--- src/rtl/fft_pkg.sv ---
// Shared FFT definitions: size helpers, twiddle scaling, sequencer FSM states
// and {re, im} packing helpers.
package fft_pkg;

    localparam int unsigned MAXW = 32;

    typedef enum logic [1:0] {
        IDLE,
        RUN,
        DRAIN
    } tw_state_e;

    function automatic int clog2(input int n);
        int r;
        r = 0;
        while ((1 << r) < n) r++;
        return r;
    endfunction

    // Fixed-point unity for a W-bit twiddle component
    function automatic int tw_scale(input int w);
        return 1 << (w - 2);
    endfunction

    function automatic logic [2*MAXW-1:0] tf_pack(input logic [MAXW-1:0] re,
                                                  input logic [MAXW-1:0] im,
                                                  input int unsigned w);
        logic [2*MAXW-1:0] r;
        r = '0;
        for (int unsigned i = 0; i < MAXW; i++) begin
            if (i < w) begin
                r[i]     = im[i];
                r[w + i] = re[i];
            end
        end
        return r;
    endfunction

    function automatic logic [MAXW-1:0] tf_re(input logic [2*MAXW-1:0] tf,
                                              input int unsigned w);
        logic [MAXW-1:0] r;
        for (int unsigned i = 0; i < MAXW; i++)
            r[i] = (i < w) ? tf[w + i] : tf[2*w - 1];
        return r;
    endfunction

    function automatic logic [MAXW-1:0] tf_im(input logic [2*MAXW-1:0] tf,
                                              input int unsigned w);
        logic [MAXW-1:0] r;
        for (int unsigned i = 0; i < MAXW; i++)
            r[i] = (i < w) ? tf[i] : tf[w - 1];
        return r;
    endfunction

endpackage

--- src/rtl/twiddle_qrom.sv ---
// Quarter-wave cosine table with a registered read; maps k (and the conjugate
// flag) onto the full half-circle twiddle W_N^k.
module twiddle_qrom
    import fft_pkg::*;
#(
    parameter  int N     = 8,
    parameter  int W     = 8,
    localparam int LOG2N = clog2(N),
    localparam int KW    = LOG2N - 1
) (
    input  logic            clk,
    input  logic            rst,
    input  logic            en,
    input  logic            inverse,
    input  logic [KW-1:0]   k,
    output logic [2*W-1:0]  tf
);

    localparam int Q     = N / 4;
    localparam int SCALE = tw_scale(W);
    localparam logic [KW-1:0] KQ = KW'(Q);

    // Rounds half away from zero
    function automatic int cos_q(input int m);
        real v;
        v = real'(SCALE) * $cos(2.0 * 3.14159265358979323846 * real'(m) / real'(N));
        if (v >= 0.0) return $rtoi(v + 0.5);
        else          return -$rtoi(0.5 - v);
    endfunction

    logic signed [W-1:0] ctab [0:Q];

    for (genvar m = 0; m <= Q; m++) begin : g_tab
        localparam int CV = cos_q(m);
        assign ctab[m] = W'(CV);
    end

    logic [KW-1:0]       m_idx;
    logic signed [W-1:0] re_n;
    logic signed [W-1:0] im_n;

    // Second quadrant reuses the table mirrored about N/4
    always_comb begin
        m_idx = k - KQ;
        if (k < KQ) begin
            re_n = ctab[k];
            im_n = -ctab[KQ - k];
        end else begin
            re_n = -ctab[KQ - m_idx];
            im_n = -ctab[m_idx];
        end
        if (inverse) im_n = -im_n;
    end

    always_ff @(posedge clk) begin
        if (rst)
            tf <= '0;
        else if (en)
            tf <= (2*W)'(tf_pack(MAXW'(re_n), MAXW'(im_n), W));
    end

endmodule

--- src/rtl/twiddle_seq_gen.sv ---
// Twiddle sequencer: walks every butterfly stage-major and streams W_N^k
// through a two-stage pipeline with valid/ready backpressure.
module twiddle_seq_gen
    import fft_pkg::*;
#(
    parameter  int N     = 8,
    parameter  int W     = 8,
    localparam int LOG2N = clog2(N),
    localparam int SW    = (clog2(LOG2N) < 1) ? 1 : clog2(LOG2N),
    localparam int KW    = LOG2N - 1
) (
    input  logic           clk,
    input  logic           rst,
    input  logic           start,
    input  logic           inverse,
    output logic           busy,
    output logic           out_valid,
    input  logic           out_ready,
    output logic [2*W-1:0] out_tf,
    output logic [KW-1:0]  out_k,
    output logic [SW-1:0]  out_stage,
    output logic           out_last
);

    localparam logic [KW-1:0] JLAST = KW'(N/2 - 1);
    localparam logic [SW-1:0] SLAST = SW'(LOG2N - 1);

    tw_state_e     state, state_n;
    logic [SW-1:0] s_cnt;
    logic [KW-1:0] j_cnt;
    logic          inv_q;

    logic          adv, accept, start_ok, issue, issue_last;
    logic [KW:0]   span;
    logic [KW-1:0] k_calc;

    logic          p1_valid, p1_last;
    logic [KW-1:0] p1_k;
    logic [SW-1:0] p1_stage;

    // A stalled output beat freezes counters, index stage and ROM together
    always_comb begin
        adv        = !(out_valid && !out_ready);
        accept     = out_valid && out_ready;
        start_ok   = (state == IDLE) && start;
        issue      = (state == RUN) && adv;
        issue_last = (s_cnt == SLAST) && (j_cnt == JLAST);
        span       = (KW+1)'(1) << s_cnt;
        k_calc     = (j_cnt & KW'(span - (KW+1)'(1))) << (SW'(KW) - s_cnt);
        busy       = (state != IDLE);
    end

    always_comb begin
        state_n = state;
        case (state)
            IDLE:    if (start_ok)            state_n = RUN;
            RUN:     if (issue && issue_last) state_n = DRAIN;
            DRAIN:   if (accept && out_last)  state_n = IDLE;
            default:                          state_n = IDLE;
        endcase
    end

    always_ff @(posedge clk) begin
        if (rst) state <= IDLE;
        else     state <= state_n;
    end

    always_ff @(posedge clk) begin
        if (rst) begin
            s_cnt <= '0;
            j_cnt <= '0;
            inv_q <= 1'b0;
        end else if (start_ok) begin
            s_cnt <= '0;
            j_cnt <= '0;
            inv_q <= inverse;
        end else if (issue) begin
            if (j_cnt == JLAST) begin
                j_cnt <= '0;
                if (!issue_last) s_cnt <= s_cnt + SW'(1);
            end else begin
                j_cnt <= j_cnt + KW'(1);
            end
        end
    end

    always_ff @(posedge clk) begin
        if (rst) begin
            p1_valid  <= 1'b0;
            p1_last   <= 1'b0;
            p1_k      <= '0;
            p1_stage  <= '0;
            out_valid <= 1'b0;
            out_last  <= 1'b0;
            out_k     <= '0;
            out_stage <= '0;
        end else if (adv) begin
            p1_valid  <= (state == RUN);
            p1_last   <= issue_last;
            p1_k      <= k_calc;
            p1_stage  <= s_cnt;
            out_valid <= p1_valid;
            out_last  <= p1_valid && p1_last;
            out_k     <= p1_k;
            out_stage <= p1_stage;
        end
    end

    twiddle_qrom #(.N(N), .W(W)) u_rom (
        .clk     (clk),
        .rst     (rst),
        .en      (adv),
        .inverse (inv_q),
        .k       (p1_k),
        .tf      (out_tf)
    );

endmodule

--- config.mk ---
export PLATFORM = sky130hd
export DESIGN_NAME = twiddle_seq_gen
export DESIGN_NICKNAME = d
export VERILOG_FILES = /design/src/rtl/fft_pkg.sv /design/src/rtl/twiddle_qrom.sv /design/src/rtl/twiddle_seq_gen.sv
export SDC_FILE = /design/constraint.sdc
export NUM_CORES = 1
export LEC_CHECK = 0
export ABC_AREA = 1
export CAP_MARGIN = 25
export CORE_MARGIN = 8
export CORE_UTILIZATION = 44
export DETAILED_ROUTE_END_ITERATION = 10
export PLACE_DENSITY = 0.82
export SYNTH_ARGS = -nofsm -noshare
export SYNTH_HDL_FRONTEND = slang
export SYNTH_SLANG_ARGS = --single-unit
export TNS_END_PERCENT = 100
--- constraint.sdc ---
create_clock -name clk -period 1.05 [get_ports clk]
set_input_delay 0.1575 -clock clk [delete_from_list [all_inputs] [get_ports clk]]
set_output_delay 0.1575 -clock clk [all_outputs]
set_load 0.01 [all_outputs]
Yosys cells after proc, flatten, opt, wreduce, memory -nomap -nowiden
Index checks and enable logic that the tools add are counted.
Storage, ports and cells
  logic and storage cells: 79
  flip-flop bits (word level): 35
  input bits: 5
Operators by class
  bitwise logic cells: 6
  shift operators: 2
  muxes and demuxes: 20
  order comparisons: 5
  reduce and logical (&&, ||, !) cells: 15
  eq/ne operators: 7
  add/sub/neg operators: 11
Operators with widths (count)
  $mux 8: 11
  $bmux 8 s2: 4
  $neg 8->8: 4
  $ge 3x3->1 const B: 4
  $not 2->3: 4
  $logic_and 1x1->1: 8
  $mux 2: 4
  $eq 2x2->1 const B: 3
  $ne 2x2->1 const B: 3
  $pmux 2 s3: 1
  $reduce_and 3->1: 2
  $sub 2x2->2 const A: 3
  $add 2x1->2 const B: 2
  $and 2x2->2: 1
  $eq 2x1->1 const B: 1
  $logic_not 1->1: 2
  $logic_not 2->1: 1
  $lt 2x2->1 const B: 1
  $reduce_bool 2->1: 1
  $reduce_or 2->1: 1
  $shl 1x2->2 const A: 1
  $shl 2x2->2: 1
  $sub 2x1->2 const B: 1
  $sub 2x2->2 const B: 1
  $not 1->1: 1

Depth between registers and ports, before layout
  depth in word-level cells: 9
  gate-level depth with buffers: 9
  mapped depth without buffers: 9

Cells and area by module
A second synthesis with hierarchy kept.
Second synthesis, totals
  cells, all modules: 172
  area, all modules: 1341.3 um^2
By module, submodules not included
  twiddle_seq_gen: instances 1, sequential area each 380.4 um^2, area an instance 928.4 um^2, cells an instance 118
  twiddle_qrom: instances 1, sequential area each 160.2 um^2, area an instance 412.9 um^2, cells an instance 54

Worst setup path before layout
OpenSTA, ideal clock, no wires.
  kind: register to register
  start: register s_cnt[0]
  end: register s_cnt[1]
  library setup time: 0.064 ns
  arrival: 1.065 ns
  cell stages (with the launch flop): 8
  setup slack: -0.079 ns
  clock period less this slack: 1.129 ns
  cells stage by stage: dfxtp_1 > inv_1 > ha_1 > nor2_1 > nand3_1 > nand2_1 > inv_1 > nor2_1
On the way
  cells in the longest elaborated chain, start to end: 4
  elaborated cells between the ends (all ways): 5
  those cells by class: add/sub: 1; eq/ne: 1; bitwise: 1; reduce/logical: 2
RTL lines
  start: declaration: line twiddle_seq_gen.sv:29  | logic [SW-1:0] s_cnt;
  start signal: assignment: line twiddle_seq_gen.sv:80  | if (!issue_last) s_cnt <= s_cnt + SW'(1);
  $eq 2x2->1: line twiddle_seq_gen.sv:47  | issue_last = (s_cnt == SLAST) && (j_cnt == JLAST);
  $logic_and 1x1->1: line twiddle_seq_gen.sv:47
  $not 1->1 (no source line)
  $reduce_and 3->1 (no source line)
Parallel ways exist; a longest one is shown, timed or not.
A chain may end at the register's enable or synchronous reset.

Worst setup path after layout
  start: register out_valid
  end: register p1_k[1]
On the way
  cells in the longest elaborated chain, start to end: 1
RTL lines
  start: declaration: line twiddle_seq_gen.sv:17  | output logic out_valid,
  start signal: assignment: line twiddle_seq_gen.sv:102  | out_valid <= p1_valid;
  $logic_and 1x1->1: line twiddle_seq_gen.sv:43  | adv = !(out_valid && !out_ready);
  end signal: assignment: line twiddle_seq_gen.sv:100  | p1_k <= k_calc;
  end: declaration: line twiddle_seq_gen.sv:38  | logic [KW-1:0] p1_k;
No other way between the ends.

==> impl_results.md <==
- Status: finished with violations
- Failing checks: setup timing
- Worst-Skew Late Latency: 340 ps
- Distinct cells, synth: 15
- First-pass GRT wire length: 5.43 mm
- Max Cap Violations: 0
- Worst Path Class, Setup: reg2reg
- Setup WS post-layout: -105 ps
- Avg Inst Size Synth: 7.42 µm²
- Overall routed net length: about 3.5 mm
- Grt peak-use layer: met2
- Final GP Congestion: 0.846
- Synth top area share: between 40% and 50%
- Syn Inst Count: 171
- Clock Tree Buf Depth: 2
- Commonest cells after routing, fill and taps aside: nand2_1 (27), buf_4 (24), buf_2 (22), dfxtp_2 (21), nor2_1 (19)
- Starting DRT DRC Count: between 70 and 80
- GR Layer Usage met3: 4.72%
- Worst Hold Class: in2reg
- Cts hold-fix bufs: 0
- Layout Area Growth over Synthesis: 52.1%
- Post-route ant nets: 0
- Pre-CTS setup slack: -368 ps
- Unrepaired setup endpoints after global routing: yes
- Worst IR drop on VDD: 0.962 mV
- Vias in the first global route: 1198
- Fin crit share: 110%
- P_leak: 0.871 nW
- DR vias/cell: 4.91
- Most area-hungry cell type in the Yosys netlist: dfxtp_1
- DIE WIDTH: 69.7 µm
- HPWL after detailed placement: 2.12 mm
- Final Max Tran Viols: 0
- Tightest Pin Transition: 212 ps
- Final global-route overflow total: 0
- Seq/Total Area, Yosys: 44.2%
- Overall routing resource usage: 13.3%
- Crit path required time: about 1300 ps
- Crit start category: flip-flop
- Root Driver: clkbuf_4
- Clk pin slew, worst setup/hold paths: around 150 ps
- Residual DRC: 0
- Clock Sinks: 28
- Setup violations, final: 11
- Synth area leaders: dfxtp_1 (44%), nand2_1 (10%), nor2_1 (7.7%), ha_1 (6.9%), a21oi_1 (6.7%)
- Critical-path maximum fanout: 20
- Min cycle time layout: approximately 1200 ps
- Met2 global-route usage: between 20% and 30%
- Met1 usage: 13.4%
- Total number of vias: approximately 1200
- Final Util: 70.0%
- Yosys warning total: 0
- Setup crit end kind: flip-flop
- F_max: 0.866 GHz
- H-tree depth: 1
- Initial antenna violation count: 0
- Total Nets Final: 233
- Clock skew: between 10 and 15 ps
- Setup_tns: -450 ps
- Worst EP arrival: 1400 ps
- Most common cell after layout, fill and taps aside: nand2_1
- Antenna diodes: 0
- TritonCTS clock tree: done
- Wire per inst: 13.8 µm
- Overall Power: 2.07 mW
- Mapped cell area: 1270 µm²
- Flops & latches, synth: 28
- IO Pins: 28
- Layout cell share with drive strength beyond 1: 57.7%
- Rows: 19
- CORE AREA: 2760 µm²
- Pwr Density: 1070 nW/µm²
- Largest net degree at the start of global routing: 21
- Cts bufs inserted: 3
- Die span in y: 69.7 µm
- Starting Density: 46.0%
- Max-slew headroom: 85.7%
- Port Buffers: 27
- Final Hold Fails: 0
- Post-Syn Nets: roughly 180
- Worst Hold Margin: 478 ps
- Die area: 4860 µm²
- TritonRoute pass-1 iters: 4
## per-stage QoR
step	cell area (µm²)	std cells
2_1_floorplan	1270	171
3_3_place_gp	1680	239
3_5_place_dp	1680	239
4_1_cts	1770	249
5_1_grt	1930	251
6_report	1930	251
## state kept, by name (all words and copies together) (netlist names), 2 cells and up
| name | flops |
|---|---|
| out_stage | 2 |
| state | 2 |
| j_cnt | 2 |
| u_rom.tf | 9 |
| p1_stage | 2 |
| out_k | 2 |
| p1_k | 2 |
| s_cnt | 2 |
## cell families (layout without fill, tap and decap cells)
group	after synthesis	after routing	synth area share (%)
AOI/OAI and AO/OA	32	32	12.6
and+or+nand+nor	71	71	22.7
DFF	28	28	44.2
buffers and inverters	33	82	13.6
adders and majority gates	7	7	6.90
## cells in the mapped netlist
master	count
a21oi_1	17
buf_4	7
buf_6	3
clkbuf_1	2
dfxtp_1	28
ha_1	7
inv_1	20
inv_2	1
nand2_1	35
nand2_2	1
nand3_1	7
nand4_1	1
nor2_1	26
nor2_4	1
o21ai_0	15
## report_power, final
group	internal (mW)	leakage (nW)	switching, mW
Sequential	1.08	0.238	0.0209
Clock	0.387	0.0279	0.321
Combinational	0.121	0.604	0.141
## layout make-up
class	instances	area, µm²
tap	31	38.8
timing repair buffer	57	435
fill	184	828
inverter	21	86.3
clock inverter	1	30.0
multi-input combinational	110	722
sequential	28	594
clock buffer	3	22.5
## critical path, stage by stage, from the launching register on
cell,delay (ps)
dfxtp_2,390
buf_4,120
nand2_4,60
buf_12,150
o21ai_1,130
inv_1,80
nand2_1,90
nor2_2,40
## routing by layer
metal,part of all wire (%),vias up
li1,-,629
met1,40,564
met2,52,32
met3,6.1,8
met4,2.2,0
met5,0,-
## path summary, 6_finish.rpt
kind / startpoint / end / slack (ps) / cells past startpoint
worst max-delay path: out_valid$_SDFFE_PP0N_ / p1_k[1]$_SDFFE_PP0N_ / -100 / 7
worst min-delay path: inverse / inv_q$_SDFFE_PP0P_ / 480 / 3
worst max register to register: out_valid$_SDFFE_PP0N_ / p1_k[1]$_SDFFE_PP0N_ / -100 / 7
worst min register to register: u_rom.tf[5]$_SDFFE_PP0N_ / u_rom.tf[5]$_SDFFE_PP0N_ / 480 / 2
## what timing repair did
item | 4_1_cts | 5_1_grt
pin swaps | 5 | 11
resized for setup | 142 | 45
cloned | 0 | 0
setup buffers | 6 | 2
hold endpoints to repair | 0 | 0
setup endpoints to repair | 40 | 24
Power figures use the tool's default switching activity.
